--- config.mk ---
export PLATFORM = sky130hd
export DESIGN_NAME = quad_encoder_gen
export DESIGN_NICKNAME = d
export VERILOG_FILES = /design/src/rtl/quad_encoder_gen.sv
export SDC_FILE = /design/constraint.sdc
export NUM_CORES = 1
export LEC_CHECK = 0
export CAP_MARGIN = 20
export CORE_MARGIN = 2
export CORE_UTILIZATION = 55
export CTS_BUF_LIST = sky130_fd_sc_hd__clkbuf_4
export CTS_CLUSTER_DIAMETER = 200
export DETAILED_ROUTE_END_ITERATION = 8
export PLACE_DENSITY = 0.81
export SLEW_MARGIN = 5
export SYNTH_ARGS = -nofsm -noshare
export SYNTH_HDL_FRONTEND = slang
export SYNTH_SLANG_ARGS = --single-unit
--- constraint.sdc ---
create_clock -name MAX10_CLK1_50 -period 4.65 [get_ports MAX10_CLK1_50]
set_clock_uncertainty 0.15 [all_clocks]
set_input_delay 0.6975 -clock MAX10_CLK1_50 [delete_from_list [all_inputs] [get_ports MAX10_CLK1_50]]
set_output_delay 0.6975 -clock MAX10_CLK1_50 [all_outputs]
set_load 0.02 [all_outputs]
--- src/rtl/quad_encoder_gen.sv ---
// rtl/quad_encoder_gen.sv - quadrature encoder emulator driving A/B from step commands
// Optional contact bounce on each transition when ENC_BOUNCE_EN is defined.
module quad_encoder_gen #(
  parameter int PHASE_CYCLES = 3,
  parameter int CNT_W        = 16,
  parameter int BOUNCE_N     = 2
) (
  input  logic             MAX10_CLK1_50,
  input  logic             reset,
  input  logic             step_valid,
  input  logic             step_dir,
  input  logic [7:0]       step_count,
  output logic             step_ready,
  output logic             quad_a,
  output logic             quad_b,
  output logic             busy,
  output logic             done,
  output logic [CNT_W-1:0] position
);

  localparam int TW = (PHASE_CYCLES > 1) ? $clog2(PHASE_CYCLES) : 1;
  localparam logic [TW-1:0] RELOAD = TW'(PHASE_CYCLES - 1);

`ifdef ENC_BOUNCE_EN
  if (PHASE_CYCLES <= 2 * BOUNCE_N + 1 || BOUNCE_N < 1) begin : g_param_chk
    $error("quad_encoder_gen: bounce needs BOUNCE_N >= 1 and PHASE_CYCLES > 2*BOUNCE_N+1");
  end
`else
  if (PHASE_CYCLES < 1 || BOUNCE_N < 0) begin : g_param_chk
    $error("quad_encoder_gen: PHASE_CYCLES must be >= 1");
  end
`endif

  typedef enum logic {IDLE, RUN} state_t;

  state_t        state;
  logic [TW-1:0] timer;
  logic [7:0]    remaining;
  logic          dir;
  logic [1:0]    ab;        // settled {A,B} state
  logic [1:0]    ab_next;

  // CW flips A when A==B, otherwise B; CCW does the opposite.
  always_comb begin
    ab_next = ab;
    if (dir ^ (ab[1] != ab[0])) ab_next[1] = ~ab[1];
    else                        ab_next[0] = ~ab[0];
  end

`ifdef ENC_BOUNCE_EN
  localparam int BW = $clog2(2 * BOUNCE_N + 1);
  logic [BW-1:0] bounce_cnt;
  logic [1:0]    bounce_sel;
`else
  assign quad_a = ab[1];
  assign quad_b = ab[0];
`endif

  always_ff @(posedge MAX10_CLK1_50) begin
    if (reset) begin
      state      <= IDLE;
      timer      <= '0;
      remaining  <= '0;
      dir        <= 1'b0;
      ab         <= 2'b00;
      position   <= '0;
      step_ready <= 1'b1;
      busy       <= 1'b0;
      done       <= 1'b0;
`ifdef ENC_BOUNCE_EN
      quad_a     <= 1'b0;
      quad_b     <= 1'b0;
      bounce_cnt <= '0;
      bounce_sel <= 2'b00;
`endif
    end else begin
      done <= 1'b0;
      case (state)
        IDLE: begin
          if (step_valid) begin
            dir       <= step_dir;
            remaining <= step_count;
            timer     <= RELOAD;
            if (step_count == 8'd0) begin
              done <= 1'b1;
            end else begin
              state      <= RUN;
              step_ready <= 1'b0;
              busy       <= 1'b1;
            end
          end
        end
        RUN: begin
`ifdef ENC_BOUNCE_EN
          if (bounce_cnt != '0) begin
            quad_a     <= quad_a ^ bounce_sel[1];
            quad_b     <= quad_b ^ bounce_sel[0];
            bounce_cnt <= bounce_cnt - BW'(1);
          end
`endif
          if (remaining != 8'd0) begin
            if (timer == '0) begin
              ab        <= ab_next;
              position  <= dir ? position + CNT_W'(1) : position - CNT_W'(1);
              remaining <= remaining - 8'd1;
              timer     <= RELOAD;
`ifdef ENC_BOUNCE_EN
              quad_a     <= ab_next[1];
              quad_b     <= ab_next[0];
              bounce_sel <= ab ^ ab_next;
              bounce_cnt <= BW'(2 * BOUNCE_N);
`else
              if (remaining == 8'd1) begin
                state      <= IDLE;
                step_ready <= 1'b1;
                busy       <= 1'b0;
                done       <= 1'b1;
              end
`endif
            end else begin
              timer <= timer - TW'(1);
            end
          end
`ifdef ENC_BOUNCE_EN
          // Completion waits for the last bounce to settle.
          else if (bounce_cnt <= BW'(1)) begin
            state      <= IDLE;
            step_ready <= 1'b1;
            busy       <= 1'b0;
            done       <= 1'b1;
          end
`endif
        end
        default: state <= IDLE;
      endcase
    end
  end

endmodule

# Word-level counts from Yosys, hierarchy flattened

Index checks and enable logic that the tools add are counted.
W data, S select, Z words.

Divide/modulo/power cells: 0
Equality and inequality tests: 7
Magnitude comparators: 0
Shifts and indexed selects: 0
Bitwise gates (word level): 5
Mux-type cells: 33
Add/subtract/negate cells: 4
Reduce and logical (&&, ||, !) cells: 10
Multipliers: 0

Operators by type and width:

| operator                | number |
|---|---|
| $mux W8                 | 3 |
| $mux W1                 | 20 |
| $add A16 B1 Y16 const B | 1 |
| $mux W16                | 1 |
| $pmux W8 S2             | 1 |
| $sub A16 B1 Y16 const B | 1 |
| $eq A8 B1 Y1 const B    | 1 |
| $logic_not A8 Y1        | 1 |
| $pmux W1 S2             | 4 |
| $reduce_and A4 Y1       | 2 |
| $reduce_bool A8 Y1      | 1 |
| $sub A8 B1 Y8 const B   | 1 |
| $mux W2                 | 3 |
| $ne A2 B1 Y1 const B    | 3 |
| $reduce_and A3 Y1       | 2 |
| $reduce_and A5 Y1       | 1 |
| $ne A2 B2 Y1 const B    | 2 |
| $not A1 Y1              | 4 |
| $pmux W2 S2             | 1 |
| $reduce_and A2 Y1       | 2 |
| $logic_not A2 Y1        | 1 |
| $sub A2 B1 Y2 const B   | 1 |
| $ne A1 B1 Y1            | 1 |
| $xor A1 B1 Y1           | 1 |

Register bits after elaboration: 33
Word-level logic and storage cells: 69
Bits of input ports: 12
ROM bits: 0
Memories: 0
Output and inout port bits: 21
Bits in latches: 0
Memory bits (writable): 0

# Depth between registers and ports, before layout

Gate-level depths: netlist (run 1).

Word-level depth: 5
Mapped depth: 9
Depth with buffers taken out: 8

# Least setup slack after synthesis (run 1)

Ideal clock, no wire load.

Path kind: reg2reg
From: register dir
To: register position[15]
Buffers on the path: 0
Path slack: 1962 ps
Setup time: 123 ps
Data required time: 4377 ps
Data arrival time: 2414 ps
Stages on the path, launching flop included: 9
Period minus slack after synthesis: 2688 ps
Cells stage by stage: dfxtp_1 -> inv_1 -> ha_1 -> a211oi_2 -> o21bai_2 -> o311a_4 -> o22ai_2 -> mux2i_1 -> mux2_1

Word-level cells in the longest chain between the ends: 1

Ends and longest elaborated chain:

| what                     | RTL line | source |
|---|---|---|
| start: declaration       | 39       | `logic dir;` |
| start signal: assignment | 81       | `dir <= step_dir;` |
| $mux W16                 | 104      | `position <= dir ? position + CNT_W'(1) : position - CNT_W'(1);` |
| end signal: assignment   | 104      |  |
| end: declaration         | 18       | `output logic [CNT_W-1:0] position` |

Every way passes these cells.
A chain may end at the register's enable or synchronous reset.

# Worst setup path after layout (run 1)

From: register dir
To: register position[14]

Same word-level chain as after synthesis.

==> metrics.txt, run 1 <==
# TYPE chip_impl_metric gauge
chip_impl_metric{name="antenna_found_initial",unit=""} 0
chip_impl_metric{name="post_synth_xor_area_fraction",unit="%"} 2.31
chip_impl_metric{name="post_route_cells_drive_above_1_share",unit="%"} 5.97
chip_impl_info{name="worst_setup_path_end_kind",value="flip-flop"} 1
chip_impl_metric{name="clkSlewWorstSetupHoldPaths",unit="ps"} 120
chip_impl_metric{name="finalNetCount",unit=""} 348
chip_impl_metric{name="p_clk_share",unit="%"} 21.0
chip_impl_metric{name="chipWidth",unit="µm"} 68.4
chip_impl_metric{name="synth_area_per_cell",unit="µm²"} 7.94
chip_impl_metric{name="synth.yosys.seq_area_share",unit="%"} 29.0
chip_impl_info{name="worst-setup-path-type",value="reg -> reg"} 1
chip_impl_metric{name="grt_pass1_vias",unit=""} 1862
chip_impl_metric{name="placement.io_buffers",unit=""} 32
chip_impl_metric{name="tritoncts_num_sinks",unit=""} 33
chip_impl_metric{name="routed_wl",unit="mm"} 5.13
chip_impl_metric{name="synth_compound_gate_area_share",unit="%"} 25.5
chip_impl_metric{name="final_cell_count_no_fill",unit=""} 368
chip_impl_metric{name="post_synth_mux_area_share",unit="%"} 2.31
chip_impl_metric{name="synth_fa_ha_area_share",unit="%"} 10.8
chip_impl_metric{name="placedCellCount",unit=""} 360
chip_impl_metric{name="seqPwrFrac",unit="%"} 33.0
chip_impl_metric{name="grt_usage",unit="%"} 23.3
chip_impl_metric{name="dp_worst_setup_slack",unit="ps"} 1720
chip_impl_metric{name="detail_route.first_pass.iterations",unit=""} 4
chip_impl_metric{name="dpl.hpwl",unit="mm"} 3.76
chip_impl_metric{name="postSynthRegisterBits",unit=""} 33
chip_impl_metric{name="dr_total_vias",unit=""} 2129
chip_impl_metric{name="synth_simple_gate_area_share",unit="%"} 24.7
chip_impl_info{name="outcome",value="completed"} 1
chip_impl_metric{name="worst_skew_pair.late_latency",unit="ps"} 350
chip_impl_metric{name="count_of_flip_flops_with_a_built_in_enable_after_synthesis",unit=""} 0
chip_impl_metric{name="post_synth_inst_count",unit=""} 287
chip_impl_info{name="yosys_most_used_dff",value="sky130_fd_sc_hd__dfxtp_1"} 1
chip_impl_metric{name="synth.yosys.warnings",unit=""} 0
chip_impl_metric{name="floorplan.die.height",unit="µm"} 68.4
chip_impl_metric{name="ports",unit=""} 33
chip_impl_metric{name="post-layout-total-power",unit="mW"} 1.08
chip_impl_metric{name="grt_first_pass_wirelength",unit="mm"} 8.22
chip_impl_metric{name="syn_nets",unit=""} 318
chip_impl_metric{name="postLayoutCellArea",unit="µm²"} 2690
chip_impl_info{name="tritoncts",value="built"} 1
chip_impl_metric{name="detail_route.wl_per_cell",unit="µm"} 13.9
chip_impl_metric{name="htree_num_levels",unit=""} 2
chip_impl_info{name="unrepaired_setup_endpoints_after_global_routing",value="no"} 1
chip_impl_metric{name="p_comb_share",unit="%"} 45.9
chip_impl_metric{name="start_util",unit="%"} 57.0
chip_impl_metric{name="finalHoldViolations",unit=""} 0
chip_impl_metric{name="diodes",unit=""} 0
chip_impl_metric{name="post-route-worst-setup-slack",unit="ps"} 1710
chip_impl_info{name="layout.cells.most_common_list",value="sky130_fd_sc_hd__dfxtp_1, sky130_fd_sc_hd__a21oi_1, sky130_fd_sc_hd__clkdlybuf4s50_1"} 1
chip_impl_metric{name="power.density_cell_area",unit="nW/µm²"} 402
chip_impl_metric{name="cts.repair_timing.setup_buffer_count",unit=""} 0
chip_impl_metric{name="final_core_util",unit="%"} 67.1
chip_impl_metric{name="cts-resized-gates",unit=""} 0
chip_impl_metric{name="synth_area",unit="µm²"} 2280
chip_impl_metric{name="post_dp_cell_area",unit="µm²"} 2600
chip_impl_metric{name="routed_via_density",unit=""} 5.79
chip_impl_metric{name="required_worst_endpoint",unit="ps"} 4790
chip_impl_metric{name="regToRegSetupSlack",unit="ps"} 1710
chip_impl_metric{name="power.share.switching",unit="%"} 39.1
chip_impl_metric{name="cts_buffer_depth",unit=""} 2
chip_impl_metric{name="max_freq",unit="GHz"} 0.340
chip_impl_metric{name="core_area",unit="µm²"} 4000
chip_impl_metric{name="power.switching",unit="mW"} 0.421
chip_impl_metric{name="postRouteAntennaNets",unit=""} 0
chip_impl_metric{name="worst-path-max-fanout",unit=""} 16
chip_impl_info{name="synth_top_family_by_area",value="compound AO/OA/AOI/OAI gates"} 1
chip_impl_metric{name="pin_count_of_the_biggest_net_entering_global_routing",unit=""} 25
chip_impl_metric{name="final.min_clock_period",unit="ps"} 2940
chip_impl_metric{name="hold-worst-slack",unit="ps"} 335
chip_impl_metric{name="holdBufCountCts",unit=""} 0
chip_impl_metric{name="p_int",unit="mW"} 0.657
chip_impl_metric{name="finalSetupViolCount",unit=""} 0
chip_impl_metric{name="worst_slew_margin_rel",unit="%"} 39.8
chip_impl_metric{name="final_max_slew_viol_count",unit=""} 0
chip_impl_metric{name="worstPathArrival",unit="ps"} 3090
chip_impl_metric{name="power.ir.vdd_worst",unit="V"} 0.000209
chip_impl_metric{name="worst_pin_slew",unit="ps"} 900
chip_impl_metric{name="detail_route.iter0.violations",unit=""} 125
chip_impl_metric{name="leakage",unit="nW"} 1.07
chip_impl_metric{name="syn2layout_area_growth",unit="%"} 17.8
chip_impl_metric{name="drv_cap",unit=""} 0
chip_impl_metric{name="die-area",unit="µm²"} 4670
chip_impl_info{name="final_common_cell",value="sky130_fd_sc_hd__dfxtp_1"} 1
chip_impl_info{name="setup.worst_path.start_class",value="flip-flop"} 1
chip_impl_metric{name="cts_made_buffers",unit=""} 5
chip_impl_metric{name="row_count",unit=""} 23
chip_impl_metric{name="drc",unit=""} 0
chip_impl_metric{name="place.gp.congestion",unit=""} 0.845
chip_impl_info{name="cts-root-buf",value="sky130_fd_sc_hd__clkbuf_4"} 1
chip_impl_metric{name="synth-async-reset-ratio",unit="%"} 0
chip_impl_metric{name="period_share",unit="%"} 63.3
chip_impl_info{name="hp-class",value="reg -> reg"} 1
chip_impl_metric{name="synth.lib_cells_used.distinct",unit=""} 57
chip_impl_metric{name="totalNegativeSetupSlack",unit="ps"} 0
chip_impl_metric{name="globalRouteOverflowTotal",unit=""} 0
==> cells in the mapped netlist (2+ instances only) <==
master / count / area share [%]
sky130_fd_sc_hd__nand3b_1: 3 / 0.99
sky130_fd_sc_hd__buf_2: 2 / 0.44
sky130_fd_sc_hd__inv_1: 13 / 2.1
sky130_fd_sc_hd__nor4b_1: 5 / 1.9
sky130_fd_sc_hd__ha_1: 18 / 9.9
sky130_fd_sc_hd__a31oi_1: 2 / 0.55
sky130_fd_sc_hd__nor3_1: 9 / 2.0
sky130_fd_sc_hd__nor3b_1: 2 / 0.66
sky130_fd_sc_hd__o21ai_0: 15 / 3.3
sky130_fd_sc_hd__nand2b_1: 2 / 0.55
sky130_fd_sc_hd__xor2_1: 2 / 0.77
sky130_fd_sc_hd__o21a_1: 3 / 0.99
sky130_fd_sc_hd__dfxtp_1: 33 / 29
sky130_fd_sc_hd__and3_1: 5 / 1.4
sky130_fd_sc_hd__nor4_1: 2 / 0.55
sky130_fd_sc_hd__a32oi_1: 3 / 1.2
sky130_fd_sc_hd__nand4_1: 2 / 0.55
sky130_fd_sc_hd__clkbuf_1: 5 / 0.82
sky130_fd_sc_hd__or4_1: 3 / 0.99
sky130_fd_sc_hd__nor2b_1: 5 / 1.4
sky130_fd_sc_hd__clkbuf_8: 2 / 1.2
sky130_fd_sc_hd__a21o_1: 5 / 1.6
sky130_fd_sc_hd__a211oi_1: 9 / 3.0
sky130_fd_sc_hd__mux2i_1: 3 / 1.3
sky130_fd_sc_hd__xnor2_1: 4 / 1.5
sky130_fd_sc_hd__a21oi_1: 32 / 7.0
sky130_fd_sc_hd__o211ai_1: 2 / 0.66
sky130_fd_sc_hd__nor2_1: 29 / 4.8
sky130_fd_sc_hd__nand3_1: 10 / 2.2
sky130_fd_sc_hd__nand2_1: 29 / 4.8
sky130_fd_sc_hd__o2111ai_1: 2 / 0.77
==> path summary, 6_finish.rpt <==
| path | start | to | cells after the start |
|---|---|---|---|
| setup reg to reg | dir$_SDFFE_PP0P_ | position[14]$_SDFFE_PP0P_ | 8 |
| hold / removal | position[5]$_SDFFE_PP0P_ | position[5]$_SDFFE_PP0P_ | 2 |
| hold reg to reg | position[5]$_SDFFE_PP0P_ | position[5]$_SDFFE_PP0P_ | 2 |
| setup / recovery | dir$_SDFFE_PP0P_ | position[14]$_SDFFE_PP0P_ | 8 |
==> final cells by class <==
| cell class | count | area, µm² |
|---|---|---|
| fillers | 344 | 1320 |
| clock buffers | 5 | 37.5 |
| clock inverters | 3 | 46.3 |
| inverters | 13 | 48.8 |
| well taps | 50 | 62.6 |
| multi-input cells | 230 | 1490 |
| repair buffers | 34 | 335 |
| flip-flops and latches | 33 | 661 |
==> registers in the layout, indices dropped and copies added (netlist names) <==
register	flops
position	16
remaining	8
ab	2
timer	2
busy	1
dir	1
done	1
state	1
step_ready	1
==> worst max-delay path, cell delays in order (launching register included) <==
cell and delay [ps]:
sky130_fd_sc_hd__dfxtp_1 460, sky130_fd_sc_hd__inv_1 300, sky130_fd_sc_hd__ha_1 440, sky130_fd_sc_hd__nor2b_1 260, sky130_fd_sc_hd__o2111ai_1 230, sky130_fd_sc_hd__a21oi_1 330
sky130_fd_sc_hd__o2111ai_1 200, sky130_fd_sc_hd__a2111o_1 440, sky130_fd_sc_hd__nand3_1 80
==> layer usage <==
layer  part of all wire (%)  vias up  global-route usage (%)  routed length (µm)
met1                     46      966                    29.5                2380
li1                       -     1123                       -                   -
met4                   0.99        0                    7.50                  51
met2                     49       34                    39.7                2540
met3                    3.1        6                    4.61                 159
met5                      0        -                       0                   0
==> kinds of logic after synthesis <==
group,Yosys count
AO/OA/AOI/OAI,88
AND/OR/NAND/NOR,112
flip-flops,33
buffers and inverters,24
XOR/XNOR,6
multiplexers,5
adder cells (fa/ha/maj),19
==> power groups by stage <==
stage | sequential [mW] | combinational, mW | clock, mW
floorplan | 0.382 | 0.348 | 0
global placement | 0.362 | 0.484 | 0
detailed placement | 0.363 | 0.490 | 0
CTS | 0.356 | 0.494 | 0.232
global route | 0.362 | 0.550 | 0.242
finish | 0.356 | 0.495 | 0.227
Note: power is estimated with default switching activity, not from simulation.
==> run 2, diff against run 1 <==
--- a/config.mk
+++ b/config.mk
@@ -7,11 +7,11 @@
 export LEC_CHECK = 0
 export CAP_MARGIN = 20
 export CORE_MARGIN = 2
-export CORE_UTILIZATION = 55
+export CORE_UTILIZATION = 51
 export CTS_BUF_LIST = sky130_fd_sc_hd__clkbuf_4
 export CTS_CLUSTER_DIAMETER = 200
 export DETAILED_ROUTE_END_ITERATION = 8
-export PLACE_DENSITY = 0.81
+export PLACE_DENSITY = 0.79
 export SLEW_MARGIN = 5
 export SYNTH_ARGS = -nofsm -noshare
 export SYNTH_HDL_FRONTEND = slang
==> constraint.sdc (replaced) <==
create_clock -name MAX10_CLK1_50 -period 2.6 [get_ports MAX10_CLK1_50]
set_clock_uncertainty 0.15 [all_clocks]
set_input_delay 0.39 -clock MAX10_CLK1_50 [delete_from_list [all_inputs] [get_ports MAX10_CLK1_50]]
set_output_delay 0.39 -clock MAX10_CLK1_50 [all_outputs]
set_load 0.02 [all_outputs]
==> metrics.txt, run 2 (synthesis gave the netlist of run 1 again) <==
# TYPE chip_impl_metric gauge
chip_impl_metric{name="dpl.hpwl",unit="mm"} 3.86
chip_impl_metric{name="globalRouteOverflowTotal",unit=""} 0
chip_impl_metric{name="worstPathArrival",unit="ps"} 2590
chip_impl_info{name="layout_top_registers",value="position: 16 flops, remaining: 8 flops"} 1
chip_impl_metric{name="floorplan.die.height",unit="µm"} 70.8
chip_impl_metric{name="required_worst_endpoint",unit="ps"} 2700
chip_impl_metric{name="syn2layout_area_growth",unit="%"} 23.4
chip_impl_metric{name="diodes",unit=""} 0
chip_impl_info{name="worst_setup_path_end_kind",value="flip-flop"} 1
chip_impl_metric{name="drv_cap",unit=""} 0
chip_impl_info{name="max_flop_register",value="position"} 1
chip_impl_metric{name="antenna_found_initial",unit=""} 0
chip_impl_info{name="cp_cell_sequence",value="inv_2, ha_1, a211oi_2, o21bai_2, o311a_4, o22ai_2, mux2i_1, mux2_1"} 1
chip_impl_info{name="crit-reg2reg-launch",value="dir$_SDFFE_PP0P_"} 1
chip_impl_metric{name="grt_pass1_vias",unit=""} 2036
chip_impl_metric{name="pin_count_of_the_biggest_net_entering_global_routing",unit=""} 36
chip_impl_metric{name="worst-path-max-fanout",unit=""} 7
chip_impl_info{name="min_delay_worst_endpoint",value="position[5]$_SDFFE_PP0P_"} 1
chip_impl_metric{name="cts.repair_timing.setup_buffer_count",unit=""} 0
chip_impl_metric{name="place.gp.congestion",unit=""} 0.852
chip_impl_metric{name="core_area",unit="µm²"} 4320
chip_impl_info{name="cpMaxStageDelayCell",value="sky130_fd_sc_hd__o311a_4"} 1
chip_impl_info{name="layout.cells.most_common_list",value="sky130_fd_sc_hd__dfxtp_1, sky130_fd_sc_hd__clkdlybuf4s50_1, sky130_fd_sc_hd__a21oi_1"} 1
chip_impl_metric{name="detail_route.first_pass.iterations",unit=""} 4
chip_impl_info{name="hp-start",value="position[5]$_SDFFE_PP0P_"} 1
chip_impl_metric{name="die-area",unit="µm²"} 5020
chip_impl_metric{name="tritoncts_num_sinks",unit=""} 33
chip_impl_metric{name="post-layout-total-power",unit="mW"} 2.00
chip_impl_metric{name="area.sequential",unit="µm²"} 662
chip_impl_info{name="tritoncts",value="built"} 1
chip_impl_metric{name="final.min_clock_period",unit="ps"} 2490
chip_impl_metric{name="max_freq",unit="GHz"} 0.402
chip_impl_metric{name="chipWidth",unit="µm"} 70.8
chip_impl_metric{name="regToRegSetupSlack",unit="ps"} 110
chip_impl_metric{name="detail_route.iter0.violations",unit=""} 118
chip_impl_metric{name="dr_total_vias",unit=""} 2237
chip_impl_metric{name="power.density_cell_area",unit="nW/µm²"} 710
chip_impl_metric{name="detail_route.wl_per_cell",unit="µm"} 13.8
chip_impl_metric{name="hold-path-cell-count",unit=""} 2
chip_impl_metric{name="grt_usage",unit="%"} 21.9
chip_impl_metric{name="row_count",unit=""} 24
chip_impl_info{name="unrepaired_setup_endpoints_after_global_routing",value="no"} 1
chip_impl_metric{name="placement.io_buffers",unit=""} 32
chip_impl_metric{name="worst_slew_margin_rel",unit="%"} 57.1
chip_impl_metric{name="routed_via_density",unit=""} 5.83
chip_impl_metric{name="cts_buffer_depth",unit=""} 2
chip_impl_info{name="hp-class",value="reg -> reg"} 1
chip_impl_metric{name="finalHoldViolations",unit=""} 0
chip_impl_metric{name="r2r.worst_path.cells",unit=""} 8
chip_impl_metric{name="power.ir.vdd_worst",unit="V"} 0.000366
chip_impl_info{name="rr_endpoint",value="position[15]$_SDFFE_PP0P_"} 1
chip_impl_metric{name="totalNegativeSetupSlack",unit="ps"} 0
chip_impl_metric{name="leakage",unit="nW"} 1.14
chip_impl_metric{name="worst_skew_pair.late_latency",unit="ps"} 350
chip_impl_info{name="worst-setup-path-type",value="reg -> reg"} 1
chip_impl_info{name="setup.worst_path.start_class",value="flip-flop"} 1
chip_impl_metric{name="grt_first_pass_wirelength",unit="mm"} 9.06
chip_impl_metric{name="holdBufCountCts",unit=""} 0
chip_impl_metric{name="drc",unit=""} 0
chip_impl_metric{name="ports",unit=""} 33
chip_impl_metric{name="htree_num_levels",unit=""} 2
chip_impl_metric{name="multiInputGateArea",unit="µm²"} 1510
chip_impl_metric{name="final_max_slew_viol_count",unit=""} 0
chip_impl_metric{name="cts_made_buffers",unit=""} 5
chip_impl_metric{name="cts-resized-gates",unit=""} 0
chip_impl_metric{name="post_route_cells_drive_above_1_share",unit="%"} 11.7
chip_impl_metric{name="largest_register_ff_count",unit=""} 16
chip_impl_metric{name="routed_wl",unit="mm"} 5.32
chip_impl_metric{name="period_share",unit="%"} 95.6
chip_impl_metric{name="critical_path.max_stage_delay",unit="ps"} 380
chip_impl_metric{name="finalNetCount",unit=""} 362
chip_impl_metric{name="clkSlewWorstSetupHoldPaths",unit="ps"} 120
chip_impl_metric{name="finalSetupViolCount",unit=""} 0
chip_impl_metric{name="start_util",unit="%"} 52.7
chip_impl_metric{name="worst_pin_slew",unit="ps"} 638
chip_impl_metric{name="num-fill-cells",unit=""} 384
chip_impl_metric{name="postRouteAntennaNets",unit=""} 0
chip_impl_info{name="outcome",value="completed"} 1
chip_impl_info{name="cts-root-buf",value="sky130_fd_sc_hd__clkbuf_4"} 1
[run 2: cell count changes in the layout (fill, tap and decap cells not counted), sizes merged]
cell,before,now
buf,2,16
[run 2: worst max-delay path by stage]
stage,endpoint,from,cells after the start
after global placement,position[15]$_SDFFE_PP0P_,dir$_SDFFE_PP0P_,8
after global routing,position[15]$_SDFFE_PP0P_,dir$_SDFFE_PP0P_,9
final,position[15]$_SDFFE_PP0P_,dir$_SDFFE_PP0P_,8
after detailed placement,position[15]$_SDFFE_PP0P_,dir$_SDFFE_PP0P_,9
after CTS,position[15]$_SDFFE_PP0P_,dir$_SDFFE_PP0P_,8
after floorplan,position[15]$_SDFFE_PP0P_,dir$_SDFFE_PP0P_,8
[run 2: per-stage QoR]
stage | cells | worst slack, ps | cell area, µm² | util, % | hold slack [ps]
final | 384 | 114 | 2810 | 65.0 | 341
after global routing | 384 | 5.51 | 2810 | 65.0 | 359
after CTS | 384 | 83.8 | 2790 | 64.6 | 343
after detailed placement | 376 | 109 | 2710 | 62.6 | 325
after global placement | 376 | 146 | 2710 | 62.6 | 318
after floorplan | 287 | 12.0 | 2280 | - | 304
[run 2: cell type report]
| type | instances | share of cell area (%) |
|---|---|---|
| clock buffers | 5 | 1.33 |
| inverters | 13 | 1.73 |
| well taps | 52 | 2.31 |
| multi-input cells | 230 | 53.8 |
| clock inverters | 3 | 1.65 |
| repair buffers | 48 | 15.7 |
| flip-flops and latches | 33 | 23.5 |
[run 2: worst max-delay path: cells and delay by family (launching register included)]
kind,cells,cell delay [ps]
adders and majority gates,1,270
AOI/OAI and AO/OA,4,970
DFF,1,340
buffers and inverters,1,120
muxes,2,540
[run 2: metal layers]
layer	routed length, µm	part of all wire, %	global-route usage, %	vias to the layer above
li1	-	-	-	1149
met3	219	4.1	5.41	6
met5	0	0	0	-
met4	50	0.94	5.24	0
met1	2520	47	27.6	1040
met2	2530	47	37.9	42
[run 2: report_power, final]
group,internal (mW),switching (mW)
combinational,0.443,0.515
clock,0.203,0.204
sequential,0.571,0.0616
total,1.22,0.780
==> run 3, diff against run 2 <==
--- a/config.mk
+++ b/config.mk
@@ -6,12 +6,11 @@
 export NUM_CORES = 1
 export LEC_CHECK = 0
 export CAP_MARGIN = 20
-export CORE_MARGIN = 2
-export CORE_UTILIZATION = 51
+export CORE_UTILIZATION = 45
 export CTS_BUF_LIST = sky130_fd_sc_hd__clkbuf_4
 export CTS_CLUSTER_DIAMETER = 200
 export DETAILED_ROUTE_END_ITERATION = 8
-export PLACE_DENSITY = 0.79
+export PLACE_DENSITY = 0.71
 export SLEW_MARGIN = 5
 export SYNTH_ARGS = -nofsm -noshare
 export SYNTH_HDL_FRONTEND = slang
==> constraint.sdc (replaced) <==
create_clock -name MAX10_CLK1_50 -period 2 [get_ports MAX10_CLK1_50]
set_clock_uncertainty 0.15 [all_clocks]
set_input_delay 0.3 -clock MAX10_CLK1_50 [delete_from_list [all_inputs] [get_ports MAX10_CLK1_50]]
set_output_delay 0.3 -clock MAX10_CLK1_50 [all_outputs]
set_load 0.02 [all_outputs]
==> metrics.txt, run 3 (synthesis gave the netlist of run 1 again) <==
# TYPE chip_impl_metric gauge
chip_impl_metric{name="syn2layout_area_growth",unit="%"} 52.9
chip_impl_info{name="rr_endpoint",value="position[15]$_SDFFE_PP0P_"} 1
chip_impl_metric{name="leakage",unit="nW"} 1.48
chip_impl_metric{name="worstPathArrival",unit="ps"} 2440
chip_impl_metric{name="grt_pass1_vias",unit=""} 2388
chip_impl_info{name="worst_setup_path_end_kind",value="flip-flop"} 1
chip_impl_metric{name="finalHoldViolations",unit=""} 0
chip_impl_metric{name="finalNetCount",unit=""} 422
chip_impl_metric{name="max_freq",unit="GHz"} 0.428
chip_impl_metric{name="r2r.worst_path.cells",unit=""} 8
chip_impl_metric{name="tritoncts_num_sinks",unit=""} 33
chip_impl_metric{name="row_count",unit=""} 25
chip_impl_metric{name="detail_route.wl_per_cell",unit="µm"} 14.5
chip_impl_metric{name="regToRegSetupSlack",unit="ps"} -330
chip_impl_metric{name="drv_cap",unit=""} 0
chip_impl_metric{name="finalSetupViolCount",unit=""} 10
chip_impl_metric{name="post_dp_cell_area",unit="µm²"} 3220
chip_impl_metric{name="placedCellCount",unit=""} 442
chip_impl_metric{name="dp_worst_setup_slack",unit="ps"} -350
chip_impl_metric{name="worst_pin_slew",unit="ps"} 540
chip_impl_metric{name="postLayoutCellArea",unit="µm²"} 3480
chip_impl_metric{name="dr_total_vias",unit=""} 2560
chip_impl_metric{name="cts_made_buffers",unit=""} 5
chip_impl_metric{name="power.density_cell_area",unit="nW/µm²"} 903
chip_impl_metric{name="final_core_util",unit="%"} 72.8
chip_impl_metric{name="globalRouteOverflowTotal",unit=""} 0
chip_impl_metric{name="dpl.hpwl",unit="mm"} 4.57
chip_impl_metric{name="power.ir.vdd_worst",unit="V"} 0.000438
chip_impl_info{name="hp-start",value="ab[0]$_SDFFE_PP0P_"} 1
chip_impl_info{name="outcome",value="complete, but fails checks"} 1
chip_impl_metric{name="worst-path-max-fanout",unit=""} 7
chip_impl_metric{name="worst_slew_margin_rel",unit="%"} 63.7
chip_impl_info{name="cts-root-buf",value="sky130_fd_sc_hd__clkbuf_4"} 1
chip_impl_metric{name="detail_route.iter0.violations",unit=""} 114
chip_impl_info{name="min_delay_worst_endpoint",value="ab[0]$_SDFFE_PP0P_"} 1
chip_impl_metric{name="start_util",unit="%"} 47.6
chip_impl_metric{name="critical_path.max_stage_delay",unit="ps"} 430
chip_impl_metric{name="grt_first_pass_wirelength",unit="mm"} 10.7
chip_impl_metric{name="final_max_slew_viol_count",unit=""} 0
chip_impl_metric{name="routed_via_density",unit=""} 5.58
chip_impl_metric{name="final_cell_count_no_fill",unit=""} 459
chip_impl_metric{name="chipWidth",unit="µm"} 73.2
chip_impl_metric{name="htree_num_levels",unit=""} 2
chip_impl_metric{name="die-area",unit="µm²"} 5350
chip_impl_info{name="hp-class",value="reg -> reg"} 1
chip_impl_metric{name="antenna_found_initial",unit=""} 0
chip_impl_info{name="worst-setup-path-type",value="reg -> reg"} 1
chip_impl_info{name="crit-reg2reg-launch",value="dir$_SDFFE_PP0P_"} 1
chip_impl_metric{name="placement.io_buffers",unit=""} 32
chip_impl_info{name="final_common_cell",value="sky130_fd_sc_hd__buf_4"} 1
chip_impl_metric{name="pin_count_of_the_biggest_net_entering_global_routing",unit=""} 36
chip_impl_metric{name="clkSlewWorstSetupHoldPaths",unit="ps"} 110
chip_impl_info{name="cp_cell_sequence",value="inv_8, ha_4, a211oi_4, o21bai_2, o311a_4, o22ai_2, mux2i_1, mux2_1"} 1
chip_impl_info{name="failed_checks",value="negative setup slack"} 1
chip_impl_metric{name="holdBufCountCts",unit=""} 0
chip_impl_metric{name="core_area",unit="µm²"} 4790
chip_impl_metric{name="routed_wl",unit="mm"} 6.68
chip_impl_metric{name="floorplan.die.height",unit="µm"} 73.2
chip_impl_metric{name="worst_skew_pair.late_latency",unit="ps"} 350
chip_impl_metric{name="largest_register_ff_count",unit=""} 16
chip_impl_metric{name="totalNegativeSetupSlack",unit="ps"} -1970
chip_impl_metric{name="post_route_cells_drive_above_1_share",unit="%"} 30.9
chip_impl_info{name="layout_top_registers",value="position: 16 flops, remaining: 8 flops"} 1
chip_impl_metric{name="grt_usage",unit="%"} 25.9
chip_impl_metric{name="drc",unit=""} 0
chip_impl_metric{name="diodes",unit=""} 0
chip_impl_metric{name="post-route-worst-setup-slack",unit="ps"} -334
chip_impl_metric{name="hold-path-cell-count",unit=""} 2
chip_impl_metric{name="detail_route.first_pass.iterations",unit=""} 4
chip_impl_metric{name="postRouteAntennaNets",unit=""} 0
chip_impl_info{name="unrepaired_setup_endpoints_after_global_routing",value="yes"} 1
chip_impl_metric{name="ports",unit=""} 33
chip_impl_metric{name="place.gp.congestion",unit=""} 0.840
chip_impl_info{name="tritoncts",value="built"} 1
chip_impl_metric{name="period_share",unit="%"} 117
chip_impl_metric{name="final.min_clock_period",unit="ps"} 2330
chip_impl_info{name="setup.worst_path.start_class",value="flip-flop"} 1
chip_impl_metric{name="cts_buffer_depth",unit=""} 2
chip_impl_info{name="cpMaxStageDelayCell",value="sky130_fd_sc_hd__dfxtp_4"} 1
chip_impl_info{name="layout.cells.most_common_list",value="sky130_fd_sc_hd__buf_4, sky130_fd_sc_hd__clkdlybuf4s50_1, sky130_fd_sc_hd__nand2_1, sky130_fd_sc_hd__nor2_1"} 1
chip_impl_metric{name="required_worst_endpoint",unit="ps"} 2100
chip_impl_info{name="worst_setup_path_startpoint",value="dir$_SDFFE_PP0P_"} 1
chip_impl_info{name="max_flop_register",value="position"} 1
-- run 3: cell count changes in the layout (fill, tap and decap cells not counted), moves of 2 or more --
cell	previous run	this run
sky130_fd_sc_hd__a21oi_2	1	5
sky130_fd_sc_hd__dfxtp_2	1	4
sky130_fd_sc_hd__dfxtp_1	32	26
sky130_fd_sc_hd__buf_4	16	72
sky130_fd_sc_hd__buf_6	0	2
sky130_fd_sc_hd__ha_4	0	4
sky130_fd_sc_hd__dfxtp_4	0	3
sky130_fd_sc_hd__ha_1	18	14
sky130_fd_sc_hd__a21oi_1	31	26
-- run 3: area by class of cell --
class,instances,area [µm²]
multi-input cells,230,1680
fillers,372,1300
repair buffers,107,903
flip-flops and latches,33,677
well taps,67,83.8
inverters,13,56.3
clock buffers,6,45.0
clock inverters,2,33.8
repair inverters,1,6.26
-- run 3: through the flow --
step	total power, mW	hold WS (ps)
after floorplan	1.76	287
after global placement	2.34	318
after detailed placement	2.37	334
after CTS	3.03	349
after global routing	3.34	384
final	3.15	342
-- run 3: metal layers --
metal | routed length (µm) | track usage (%) | vias up
met1 | 2930 | 30.0 | 1233
li1 | - | - | 1267
met3 | 199 | 4.28 | 9
met4 | 71 | 7.84 | 0
met5 | 0 | 0 | -
met2 | 3480 | 48.1 | 51
-- run 3: critical path: cells and delay by family (launching register included) --
| kind | cells | cell delay, ps |
|---|---|---|
| compound gates | 4 | 810 |
| flops | 1 | 430 |
| mux | 2 | 550 |
| buf+inv | 1 | 70 |
| fa+ha+maj | 1 | 220 |
-- run 3: report_power, final --
group | leakage [nW] | switching, mW | internal [mW] | total, mW
combinational | 1.16 | 0.858 | 0.934 | 1.79
sequential | 0.275 | 0.0757 | 0.744 | 0.820
clock | 0.0433 | 0.261 | 0.274 | 0.534
total | 1.48 | 1.19 | 1.95 | 3.15
-- run 3: repair_timing --
action / CTS / global route
cloned: 1 / 0
buffers inserted: 4 / 4
setup endpoints to repair: 11 / 21
gates resized for setup: 15 / 10
pin swaps: 3 / 2
-- run 3: worst max-delay path by stage --
stage                                      endpoint  slack, ps
after floorplan           position[15]$_SDFFE_PP0P_       -260
after global placement    position[15]$_SDFFE_PP0P_       -290
after detailed placement  position[15]$_SDFFE_PP0P_       -350
after CTS                 position[15]$_SDFFE_PP0P_       -310
after global routing      position[15]$_SDFFE_PP0P_       -410
final                     position[15]$_SDFFE_PP0P_       -330
